### src/rtl/lsr_iter_if.sv
// Request/response bundle for the iterative logical-shift-right unit.
// The issuing stage is the master; lsr_iter is the slave.
interface lsr_iter_if #(
  parameter int DATA_WIDTH  = 64,
  parameter int SHAMT_WIDTH = 6
);
  logic                   start;
  logic [DATA_WIDTH-1:0]  in;
  logic [SHAMT_WIDTH-1:0] shamt;
  logic                   busy;
  logic                   done;
  logic [DATA_WIDTH-1:0]  out;

  modport master (output start, in, shamt, input  busy, done, out);
  modport slave  (input  start, in, shamt, output busy, done, out);
endinterface

### src/rtl/lsr_iter.sv
// Iterative logical shift right: retires up to two bit positions per clock,
// zero-fills vacated MSBs, and reports the result with a one-cycle done pulse.
module lsr_iter #(
  parameter int DATA_WIDTH  = 64,
  parameter int SHAMT_WIDTH = 6
) (
  input  logic     clk,
  input  logic     reset_n,
  lsr_iter_if.slave bus
);

  typedef enum logic [1:0] {IDLE, SHIFT, DONE} state_t;

  state_t                 state_q, state_d;
  logic [DATA_WIDTH-1:0]  acc, acc_d;
  logic [SHAMT_WIDTH-1:0] cnt, cnt_d;
  logic [DATA_WIDTH-1:0]  out_q;

  // Next-state and datapath update; start only matters in IDLE.
  always_comb begin
    state_d = state_q;
    acc_d   = acc;
    cnt_d   = cnt;
    case (state_q)
      IDLE: begin
        if (bus.start) begin
          acc_d   = bus.in;
          cnt_d   = bus.shamt;
          state_d = (bus.shamt != '0) ? SHIFT : DONE;
        end
      end
      SHIFT: begin
        // Two positions when available, otherwise the final odd position;
        // cnt therefore lands exactly on zero and never wraps.
        if (cnt >= SHAMT_WIDTH'(2)) begin
          acc_d = acc >> 2;
          cnt_d = cnt - SHAMT_WIDTH'(2);
        end else begin
          acc_d = acc >> 1;
          cnt_d = '0;
        end
        if (cnt_d == '0) state_d = DONE;
      end
      DONE:    state_d = IDLE;
      default: state_d = IDLE;
    endcase
  end

  // State and datapath registers; result is latched on the edge entering DONE.
  always_ff @(posedge clk or negedge reset_n) begin
    if (!reset_n) begin
      state_q <= IDLE;
      acc     <= '0;
      cnt     <= '0;
      out_q   <= '0;
    end else begin
      state_q <= state_d;
      acc     <= acc_d;
      cnt     <= cnt_d;
      if (state_d == DONE) out_q <= acc_d;
    end
  end

  // Status decoded purely from registered state.
  assign bus.busy = (state_q == SHIFT);
  assign bus.done = (state_q == DONE);
  assign bus.out  = out_q;

endmodule
### src/flat_wrapper.sv
// flat-port wrapper written by rule: the top's interface ports become plain ports
module lsr_iter_flat 
#(
  parameter int DATA_WIDTH  = 64,
  parameter int SHAMT_WIDTH = 6
)
  (clk, reset_n, bus_start, bus_in, bus_shamt, bus_busy, bus_done, bus_out);
  lsr_iter_if #(.DATA_WIDTH(DATA_WIDTH), .SHAMT_WIDTH(SHAMT_WIDTH)) bus_i ();
  input  logic clk;
  input  logic reset_n;
  input wire logic [$bits(bus_i.start)-1:0] bus_start;
  input wire logic [$bits(bus_i.in)-1:0] bus_in;
  input wire logic [$bits(bus_i.shamt)-1:0] bus_shamt;
  output wire logic [$bits(bus_i.busy)-1:0] bus_busy;
  output wire logic [$bits(bus_i.done)-1:0] bus_done;
  output wire logic [$bits(bus_i.out)-1:0] bus_out;
  assign bus_i.start = bus_start;
  assign bus_i.in = bus_in;
  assign bus_i.shamt = bus_shamt;
  assign bus_busy = bus_i.busy;
  assign bus_done = bus_i.done;
  assign bus_out = bus_i.out;
  lsr_iter #(.DATA_WIDTH(DATA_WIDTH), .SHAMT_WIDTH(SHAMT_WIDTH)) u_core (.clk(clk), .reset_n(reset_n), .bus(bus_i));
endmodule
### config.mk
export PLATFORM = sky130hd
export DESIGN_NAME = lsr_iter_flat
export DESIGN_NICKNAME = d
export VERILOG_FILES = /design/src/rtl/lsr_iter_if.sv /design/src/rtl/lsr_iter.sv /design/src/flat_wrapper.sv
export SDC_FILE = /design/constraint.sdc
export NUM_CORES = 1
export LEC_CHECK = 0
export CAP_MARGIN = 20
export CORE_MARGIN = 2
export CORE_UTILIZATION = 45
export CTS_CLUSTER_SIZE = 24
export DETAILED_ROUTE_END_ITERATION = 8
export GPL_TIMING_DRIVEN = 1
export PLACE_DENSITY = 0.75
export SYNTH_ARGS = -nofsm -noshare
export SYNTH_HDL_FRONTEND = slang
export SYNTH_SLANG_ARGS = --single-unit
### constraint.sdc
create_clock -name clk -period 3.1 [get_ports clk]
set_input_delay 0.31 -clock clk [delete_from_list [all_inputs] [get_ports clk]]
set_output_delay 0.31 -clock clk [all_outputs]
set_load 0.01 [all_outputs]
; ---- Word-level counts from Yosys, hierarchy flattened
; Index checks and enable logic that the tools add are counted.
[word_totals]
ff_bits = 136
output_inout_bits = 66
latchBits = 0
mem_bits_rw = 0
n_memories = 0
inputBits = 73
rom_bits = 0
wordCells = 26
[op_classes]
mul = 0
add_sub_neg = 1
div = 0
eq_ne = 4
n_mux = 11
n_shift = 0
order_cmp = 1
reduce_logical = 5
bitwise = 0
[ops]
columns = operator, n
row1 = one-hot mux 64 bit (2 select lines), 1
row2 = two-way mux 64 bit, 1
row3 = two-way mux 63 bit, 1
row4 = two-way mux 6 bit, 3
row5 = one-hot mux 6 bit (2 select lines), 1
row6 = ">= comparator 6 x 2 -> 1 bit, second input constant", 1
row7 = logical NOT 6 bit, 1
row8 = two-way mux 2 bit, 3
row9 = nonzero test 6 bit, 1
row10 = "subtractor 6 x 2 -> 6 bit, second input constant", 1
row11 = "equality test 2 bit, second input constant", 2
row12 = one-hot mux 2 bit (2 select lines), 1
row13 = "equality test 2 x 1 -> 1 bit, second input constant", 1
row14 = logical NOT 2 bit, 1
row15 = "!= test 2 bit, second input constant", 1
row16 = AND reduction 2 bit, 1
row17 = nonzero test 2 bit, 1

; ---- Longest topological paths before layout
; Gate-level depths: netlist of run 1.
[logic_depth]
depth_word = 7
depth_mapped = 9

; ---- Worst setup path before layout of run 1
; Ideal clock, no wire load.
[synth_path]
path_kind = register to register
startpoint = register u_core.cnt[1]
endpoint = register u_core.out_q[58] (netlist: u_core.bus.out[58])
slack_ns = 1.013
required_ns = 2.973
path_stages_with_launch = 10
t_arrival_ns = 1.959
period_less_slack_ns = 2.087
path_cell_list = dfrtp_1 -> inv_1 -> ha_1 -> or2_1 -> a211oi_1 -> o21ai_1 -> o22ai_2 -> buf_6 -> buf_8 -> mux2_1
[synth_between]
elab_chain_len = 7
[synth_rtl]
columns = item, line_no
row1 = from (decl), lsr_iter.sv:16  ; logic [SHAMT_WIDTH-1:0] cnt, cnt_d;
row2 = from (signal assigned), lsr_iter.sv:59  ; cnt <= cnt_d;
row3 = subtractor 6 x 2 -> 6 bit / >= comparator 6 x 2 -> 1 bit (equally long branches), "lsr_iter.sv:37, lsr_iter.sv:35"
row4 = two-way mux 6 bit (*), lsr_iter.sv:35  ; if (cnt >= SHAMT_WIDTH'(2)) begin
row5 = two-way mux 6 bit (*), lsr_iter.sv:24  ; case (state_q)
row6 = logical NOT 6 bit (*), lsr_iter.sv:42  ; if (cnt_d == '0) state_d = DONE;
row7 = two-way mux 2 bit (*), lsr_iter.sv:42
row8 = one-hot mux 2 bit (2 select lines) (*), lsr_iter.sv:24
row9 = net u_core.state_d[1], lsr_iter.sv:14  ; state_t state_q, state_d;
row10 = equality test 2 bit (*), lsr_iter.sv:60  ; if (state_d == DONE) out_q <= acc_d;
row11 = to (signal assigned), lsr_iter.sv:55  ; out_q <= '0;
row12 = to (signal assigned), lsr_iter.sv:60
row13 = to (decl), lsr_iter.sv:17  ; logic [DATA_WIDTH-1:0] out_q;
; The timed path passes the listed nets; every way through them passes the cells marked *. The select of a mux whose other input is x is not followed.
; A chain may end at the register's enable or synchronous reset.

; ---- Worst setup path after layout of run 1
[layout_path]
startpoint = register u_core.state_q[0]
endpoint = output port bus_busy
[layout_between]
elab_chain_len = 1
[layout_rtl]
columns = item, line_no
row1 = from (decl), lsr_iter.sv:14
row2 = from (signal assigned), lsr_iter.sv:57  ; state_q <= state_d;
row3 = equality test 2 x 1 -> 1 bit, lsr_iter.sv:65  ; assign bus.busy = (state_q == SHIFT);
row4 = to (decl), flat_wrapper.sv:14  ; output wire logic [$bits(bus_i.busy)-1:0] bus_busy;
; No other way between the ends.

==> results.sh, run 1 <==
export IMPL_syn_nets=666
export IMPL_num_io_pins=139
export IMPL_fin_crit_sh_pct=82.1
export IMPL_final_common_cell="nand3_1"
export IMPL_die_h_um=126
export IMPL_power_total_mw=10.2
export IMPL_fin_area_um2=8730
export IMPL_power_density_nw_per_um2=1170
export IMPL_arrival_ns=2.24
export IMPL_setup_violations=0
export IMPL_slew_violations=0
export IMPL_power_frac_seq_pct=32.4
export IMPL_slew_headroom_pct=63.0
export IMPL_comb_power_share_pct=46.5
export IMPL_async_flop_share_pct=100
export IMPL_yosysWarnings=0
export IMPL_p_sw_mw=3.84
export IMPL_multi_input_area_um2=2900
export IMPL_clock_skew_ns=0.00709
export IMPL_clk_latency_ns=0.42
export IMPL_hold_slack_ns=0.374
export IMPL_ys_flop_type="dfrtp_1"
export IMPL_grt_pass1_wl_um=27500
export IMPL_drv_cap=0
export IMPL_ir_worst_vdd_mv=0.589
export IMPL_switching_share_pct=37.7
export IMPL_synth_area_um2=6670
export IMPL_worstSetupPathType="flip-flop to output port"
export IMPL_ys_ff_latch=136
export IMPL_cts_resized=0
export IMPL_seq_area_frac_synth_pct=51.0
export IMPL_hpwl_um=11100
export IMPL_max_freq_mhz=393
export IMPL_cts_root_buf="clkbuf_16"
export IMPL_final_setup_tns_ns=0
export IMPL_num_rows=44
export IMPL_hold_path_class="input port to asynchronous set/reset pin"
export IMPL_intPower_mw=6.34
export IMPL_gr_total_overflow=0
export IMPL_setup_slack_ns=0.555
export IMPL_grt_usage_pct=21.7
export IMPL_cts_buffers=17
export IMPL_wl_per_cell_um=18.4
export IMPL_n_fill_cell=1191
export IMPL_ant_nets=0
export IMPL_place_ws_ns=0.532
export IMPL_n_antenna_cell=0
export IMPL_final_seq_area_um2=3400
export IMPL_cts_path_max_buffers=2
export IMPL_rsz0062_at_grt="no"
export IMPL_vias=5391
export IMPL_status="complete, no violations"
export IMPL_fin_util_pct=60.1
export IMPL_grt_pass1_vias=5279
export IMPL_cp_start_kind="flip-flop"
export IMPL_ctsHtreeMaxLevel=4
export IMPL_start_util_pct=45.9
export IMPL_path_clk_slew_ns=0.06
export IMPL_drive_gt1_share_pct=17.5
export IMPL_yosysUniqueCellTypes=40
export IMPL_totalWireLength_um=16700
export IMPL_dpl_instance_area_um2=8090
export IMPL_dieArea_um2=15800
export IMPL_synth_edff_count=0
export IMPL_routabilityCongestion=0.830
export IMPL_period_minus_slack_ns=2.55
export IMPL_vias_per_cell=5.94
export IMPL_cts_tree="done"
export IMPL_worst_ep_required_time_ns=2.79
export IMPL_clkPwrFrac_pct=21.1
export IMPL_syn_inst=592
export IMPL_core_area_um2=14500
export IMPL_p_leak_nw=3.66
export IMPL_syn_avg_cell_area_um2=11.3
export IMPL_antenna_found_initial=0
export IMPL_final_hold_violation_count=0
export IMPL_dr_pass1_iters=6
export IMPL_drc=0
export IMPL_end_kind="output port"
export IMPL_die_w_um=126
export IMPL_nNetsFinal=785
export IMPL_port_buffers=138
export IMPL_grt_start_max_net_pins=61
export IMPL_dp_cells=875
export IMPL_stdcell_count=908
export IMPL_clkSinkCount=136
export IMPL_final_cell_mix="nand3_1 (181), clkdlybuf4s50_1 (137), dfrtp_1 (136)"
export IMPL_tightest_slew_ns=0.556
export IMPL_cp_max_fo=16
export IMPL_drtIter0Drc=491
export IMPL_area_growth_pct=30.9
[Yosys cell counts, drive strengths merged, types with 4 or more instances]
cell      n  area share, %
nand3   181             14
dfrtp   136             51
mux2     64             13
buf      37            4.5
a22oi    36            5.4
a21oi    29            2.2
a32o     24            3.6
clkbuf   19            1.1
nand2    14           0.79
nor2      8           0.45
o21ai     8           0.66
inv       5           0.28
nor2b     4           0.49
nor3      4           0.30
o22ai     4           0.47
[worst max-delay path, cell delays in order, from the launching register on]
cell	delay (ns)
dfrtp_1	0.64
nand2_1	0.29
clkinv_2	0.26
clkdlybuf4s50_1	0.62
[power groups by stage]
stage	Clock (mW)	Combinational [mW]	Sequential, mW
floorplan	0	3.08	3.34
CTS	2.18	4.75	3.29
detailed placement	0	4.71	3.30
global route	2.27	5.15	3.41
global placement	0	4.55	3.28
finish	2.15	4.73	3.30
[layout make-up]
type | count | share of cell area (%)
multi-input cells | 395 | 33.2
clock buffers | 20 | 5.23
well taps | 184 | 2.64
repair buffers | 156 | 17.7
clock inverters | 12 | 1.99
flip-flops and latches | 136 | 39.0
inverters | 5 | 0.229
[path summary, 6_finish.rpt]
check / depth (start not counted) / from / slack (ns) / endpoint
min in group clk: 3 / bus_shamt[4] / 0.49 / u_core.cnt[4]$_DFFE_PN0P_
worst min-delay path: 2 / reset_n / 0.37 / u_core.acc[59]$_DFF_PN0_
worst max-delay path: 3 / u_core.state_q[0]$_DFF_PN0_ / 0.55 / bus_busy
worst max register to register: 8 / u_core.cnt[1]$_DFFE_PN0P_ / 0.69 / u_core.bus.out[5]$_DFFE_PN0N_
worst min register to register: 1 / u_core.bus.out[34]$_DFFE_PN0N_ / 0.49 / u_core.bus.out[34]$_DFFE_PN0N_
max in group asynchronous: 3 / reset_n / 1.95 / u_core.bus.out[26]$_DFFE_PN0N_
[state kept, by name, indices dropped and copies added, names as in the netlist]
| name | flops |
|---|---|
| u_core.acc | 64 |
| u_core.state_q | 2 |
| u_core.bus.out | 64 |
| u_core.cnt | 6 |
[what timing repair did]
action | 4_1_cts | 5_1_grt
setup endpoints to repair | 0 | 0
endpoints found under the hold margin | 39 | 0
hold buffers | 1 | 0
setup buffers | 0 | 0
[logic make-up after synthesis]
kind of cell / synth area share [%]
and+or+nand+nor: 16.4
DFF: 51.0
AOI/OAI and AO/OA: 13.5
muxes: 13.0
buffers and inverters: 5.85
adders and majority gates: 0.188
[metal layers]
layer / part of all wire [%] / up-vias / GRT usage (%) / wire length (µm)
li1: - / 2464 / - / -
met4: 3.3 / 0 / 9.57 / 547
met1: 43 / 2667 / 29.4 / 7230
met3: 6.0 / 37 / 5.01 / 1000
met5: 0 / - / 0 / 0
met2: 47 / 223 / 33.5 / 7900
Note: power is estimated with default switching activity, not from simulation.
==> run 2: changes to the inputs <==
clock period = 2.6 ns   (was 3.1 ns; I/O delays follow)
==> run 2 against run 1 <==
Against the previous run:
- total power is 19% higher
- highest routed layer unchanged
- global-route usage grew 0.43 points
- register-to-register slack worse by 0.51 ns
- clock-buffer cell count up 2
- non-clock buffer count grew 4
- clock power grew 12%
- first-iteration DRC count is 23% higher
==> results.sh, run 2 (synthesized netlist as in run 1, its figures left out) <==
export IMPL_ir_worst_vdd_mv=0.622
export IMPL_drtIter0Drc=602
export IMPL_crit_path_max_incr_delay_ns=0.40
export IMPL_cp_start_kind="flip-flop"
export IMPL_worst_path_buf_inv=2
export IMPL_die_w_um=126
export IMPL_fin_crit_sh_pct=93.1
export IMPL_grt_pass1_wl_um=28000
export IMPL_num_io_pins=139
export IMPL_port_buffers=138
export IMPL_wl_met2_um=8040
export IMPL_ant_nets=0
export IMPL_power_density_nw_per_um2=1380
export IMPL_dr_max_layer_used="met4"
export IMPL_rsz0062_at_grt="no"
export IMPL_p_leak_nw=3.67
export IMPL_clkSinkCount=136
export IMPL_slew_violations=0
export IMPL_cts_buffers=17
export IMPL_clock_skew_ns=0.0114
export IMPL_grt_pass1_vias=5357
export IMPL_dp_cells=879
export IMPL_max_freq_mhz=413
export IMPL_final_seq_area_um2=3400
export IMPL_arrival_ns=2.72
export IMPL_wl_per_cell_um=18.7
export IMPL_worstSetupPathType="flip-flop to flip-flop"
export IMPL_vias=5400
export IMPL_totalWireLength_um=17100
export IMPL_area_growth_pct=30.9
export IMPL_period_minus_slack_ns=2.42
export IMPL_post_cts_setup_buffers=0
export IMPL_status="complete, no violations"
export IMPL_grt_start_max_net_pins=59
export IMPL_antenna_found_initial=0
export IMPL_hold_path_class="input port to asynchronous set/reset pin"
export IMPL_cp_cell_sequence="inv_1 > ha_1 > or2_1 > a211oi_1 > o21ai_1 > o22ai_4 > buf_4 > mux2_1"
export IMPL_worst_ep_required_time_ns=2.90
export IMPL_setup_violations=0
export IMPL_dpl_instance_area_um2=8140
export IMPL_vias_per_cell=5.93
export IMPL_n_fill_cell=1178
export IMPL_setup_slack_ns=0.180
export IMPL_cts_path_max_buffers=2
export IMPL_place_ws_ns=0.217
export IMPL_cp_slowest_cell="dfrtp_1"
export IMPL_n_antenna_cell=0
export IMPL_gr_total_overflow=0
export IMPL_final_cell_mix="nand3_1 (181), clkdlybuf4s50_1 (137), dfrtp_1 (135)"
export IMPL_critPathTopFamily="compound AO/OA/AOI/OAI gates"
export IMPL_drive_gt1_share_pct=17.5
export IMPL_dr_pass1_iters=6
export IMPL_cts_tree="done"
export IMPL_core_area_um2=14500
export IMPL_nNetsFinal=789
export IMPL_hold_slack_ns=0.364
export IMPL_route_met3_wl_um=1060
export IMPL_clk_latency_ns=0.43
export IMPL_cts_root_buf="clkbuf_16"
export IMPL_final_setup_tns_ns=0
export IMPL_drc=0
export IMPL_wirelength_met1_um=7420
export IMPL_power_total_mw=12.1
export IMPL_multi_input_area_um2=2900
export IMPL_end_kind="flip-flop"
export IMPL_fin_area_um2=8730
export IMPL_grt_usage_pct=22.1
export IMPL_drv_cap=0
export IMPL_final_common_cell="nand3_1"
export IMPL_die_h_um=126
export IMPL_hpwl_um=11300
export IMPL_path_clk_slew_ns=0.05
export IMPL_fin_util_pct=60.1
export IMPL_stdcell_count=910
export IMPL_cp_max_fo=15
export IMPL_tightest_slew_ns=0.682
export IMPL_final_hold_violation_count=0
export IMPL_start_util_pct=45.9
export IMPL_ctsHtreeMaxLevel=4
export IMPL_num_rows=44
export IMPL_routabilityCongestion=0.857
export IMPL_slew_headroom_pct=54.4
export IMPL_dieArea_um2=15800
## run 2: worst paths after layout
kind,startpoint,to,cells after the start,slack [ns]
max in group asynchronous,reset_n,u_core.state_q[0]$_DFF_PN0_,3,1.39
min in group clk,u_core.bus.out[42]$_DFFE_PN0N_,u_core.bus.out[42]$_DFFE_PN0N_,1,0.49
max,u_core.cnt[1]$_DFFE_PN0P_,u_core.bus.out[34]$_DFFE_PN0N_,8,0.18
max reg2reg,u_core.cnt[1]$_DFFE_PN0P_,u_core.bus.out[34]$_DFFE_PN0N_,8,0.18
min reg2reg,u_core.bus.out[42]$_DFFE_PN0N_,u_core.bus.out[42]$_DFFE_PN0N_,1,0.49
min,reset_n,u_core.bus.out[52]$_DFFE_PN0N_,2,0.36
## run 2: what timing repair did
item                                   CTS  global route
gates resized for setup                  0             1
endpoints found under the hold margin   56             0
setup endpoints to repair                0             1
hold buffers                             1             0
## run 2: area by class of cell
class | instances | area share [%]
flip-flops and latches | 136 | 39.0
multi-input cells | 395 | 33.2
inverters | 5 | 0.229
clock buffers | 22 | 5.20
repair buffers | 160 | 18.3
well taps | 184 | 2.64
clock inverters | 8 | 1.42
## run 2: routing by layer
metal	global-route usage [%]	up-vias
li1	-	2470
met1	29.4	2662
met2	34.5	226
met3	5.65	42
met4	9.70	0
met5	0	-
## run 2: where the power goes
part | switching (mW) | total, mW | leakage, nW | internal, mW
logic | 2.92 | 5.72 | 1.69 | 2.80
clock network | 0.883 | 2.40 | 0.276 | 1.52
registers | 0.801 | 3.96 | 1.70 | 3.16
==> run 3: changes to the inputs <==
CTS_CLUSTER_DIAMETER = 150   (was not set)
==> results of run 3 <==
No change in the layout: final DEF, timing and power equal those of run 2.
==> variant (flow settings as in run 3) <==
The 3 states of `state_t` get a one-hot encoding in 3 bits.
--- a/src/rtl/lsr_iter.sv
+++ b/src/rtl/lsr_iter.sv
@@ -9,7 +9,7 @@
   lsr_iter_if.slave bus
 );
 
-  typedef enum logic [1:0] {IDLE, SHIFT, DONE} state_t;
+  typedef enum logic [2:0] {IDLE = 3'b001, SHIFT = 3'b010, DONE = 3'b100} state_t;
 
   state_t                 state_q, state_d;
   logic [DATA_WIDTH-1:0]  acc, acc_d;
Function: no difference found for any inputs over 4 cycles, from zero or initial values and one cycle with reset_n low; so few cycles prove little.
==> variant against run 3 <==
  * Combinational power fell by 18%
  * Area after synthesis increased by 0.96%
  * Total power is 8.2% lower
  * Sequential cell count grew 1
  * Worst setup slack lost 0.072 ns
  * Cell count decreased by 2.5%
  * First-iteration DRC count is 25% lower
  * Die area up 0.93%
  * Design area increased by 3.3%
  * Largest cell class unchanged
  * Count of clock-buffer cells in the layout is 5 lower
  * Wire length rose by 3.4%
==> variant: results (changes against run 3) <==
[cells_and_area]
bufAreaShareNonClock_pct = 18.8  ; was 18.3%
num-multi-input-gates = 369  ; was 395
nets = 764  ; was 789
clock_area_share_pct = 6.81  ; was 6.62%
final_cells = 887  ; was 910
fill_cells = 1164  ; was 1,178

[critical_path]
path_max_fanout = 24  ; was 15
r2r_cells = 6  ; was 8
r2r_end = u_core.bus.out[29]$_DFFE_PN0N_  ; was u_core.bus.out[34]$_DFFE_PN0N_
r2r-start = u_core.cnt[2]$_DFFE_PN0P_  ; was u_core.cnt[1]$_DFFE_PN0P_
rrSetupSlack_ns = 0.14  ; was 0.18 ns
cp_data_arrival_time_ns = 2.23  ; was 2.72 ns

[outcome]
status = completed  ; unchanged

[drt]
routed_via_density = 6.08  ; was 5.93
initialDrtViolationCount = 449  ; was 602
wl_per_cell_microns = 19.9  ; was 18.7 microns
drt-met1-wl_mm = 7.66  ; was 7.42 mm
wl_met2_mm = 8.43  ; was 8.04 mm
dr.pass1.iters = 4  ; was 6

[grt]
grtUsageMet1_pct = 30.0  ; was 29.4%
grt_usage_pct = 22.6  ; was 22.1%
first_global_vias = 5524  ; was 5,357
use_met2_pct = 35.8  ; was 34.5%
grt_pass1_wl_mm = 28.8  ; was 28.0 mm
grt_max_degree = 65  ; was 59
met3_usage_pct = 7.21  ; was 5.65%

[pwr]
p_int_w = 0.00702  ; was 0.00748 W
p_comb_share_pct = 42.2  ; was 47.3%
p_leak_nw = 3.49  ; was 3.67 nW
clock_power_share_pct = 22.5  ; was 19.9%
irDropWorstVdd_uv = 629  ; was 622 uV

[yosys]
yosys-top-cells-area = dfrtp_1, mux2i_1, a22o_1  ; was dfrtp_1, nand3_1, mux2_4
syn_inst = 562  ; was 592
synth.distinct_cells = 38  ; was 40
yosysSeqAreaShare_pct = 50.9  ; was 51.0%

[clocking]
numClockSinks = 137  ; was 136
ctsResizeCount = 4  ; was 0

[timing]
clock.fmax_ghz = 0.401  ; was 0.413 GHz

[placement]
dp.final_hpwl_mm = 11.5  ; was 11.3 mm

-- variant: cell types whose count changed after synthesis, moves of 36 or more --
cell and change:
mux2_1 +36, o21ai_0 +51, mux2_4 -39, nand3_1 -179
a22o_1 +62, a22oi_1 +45, mux2i_1 +62
-- variant: cell families after synthesis --
family          Yosys count  share of synthesized area, %
compound gates          204                          21.5
flops                   137                          50.9
mux                     126                          19.9
buf+inv                  56                          4.25
simple gates             38                          3.20
fa+ha+maj                 1                         0.186
-- variant: per-stage QoR --
step           TNS (ns)  total power (W)  hold WS [ns]  instance area, sq um
2_1_floorplan         0          0.00653       -0.0356                  6730
3_3_place_gp    -0.0337          0.00825         0.298                  8310
3_5_place_dp          0          0.00848         0.302                  8340
4_1_cts               0           0.0111         0.395                  8970
5_1_grt               0           0.0118         0.436                  9020
6_report              0           0.0111         0.411                  9020
-- variant: critical path: cells and delay by family (launching register included) --
| family | cells | cell delay, ns |
|---|---|---|
| buf+inv | 4 | 1.04 |
| flops | 1 | 0.42 |
| simple gates | 2 | 0.35 |
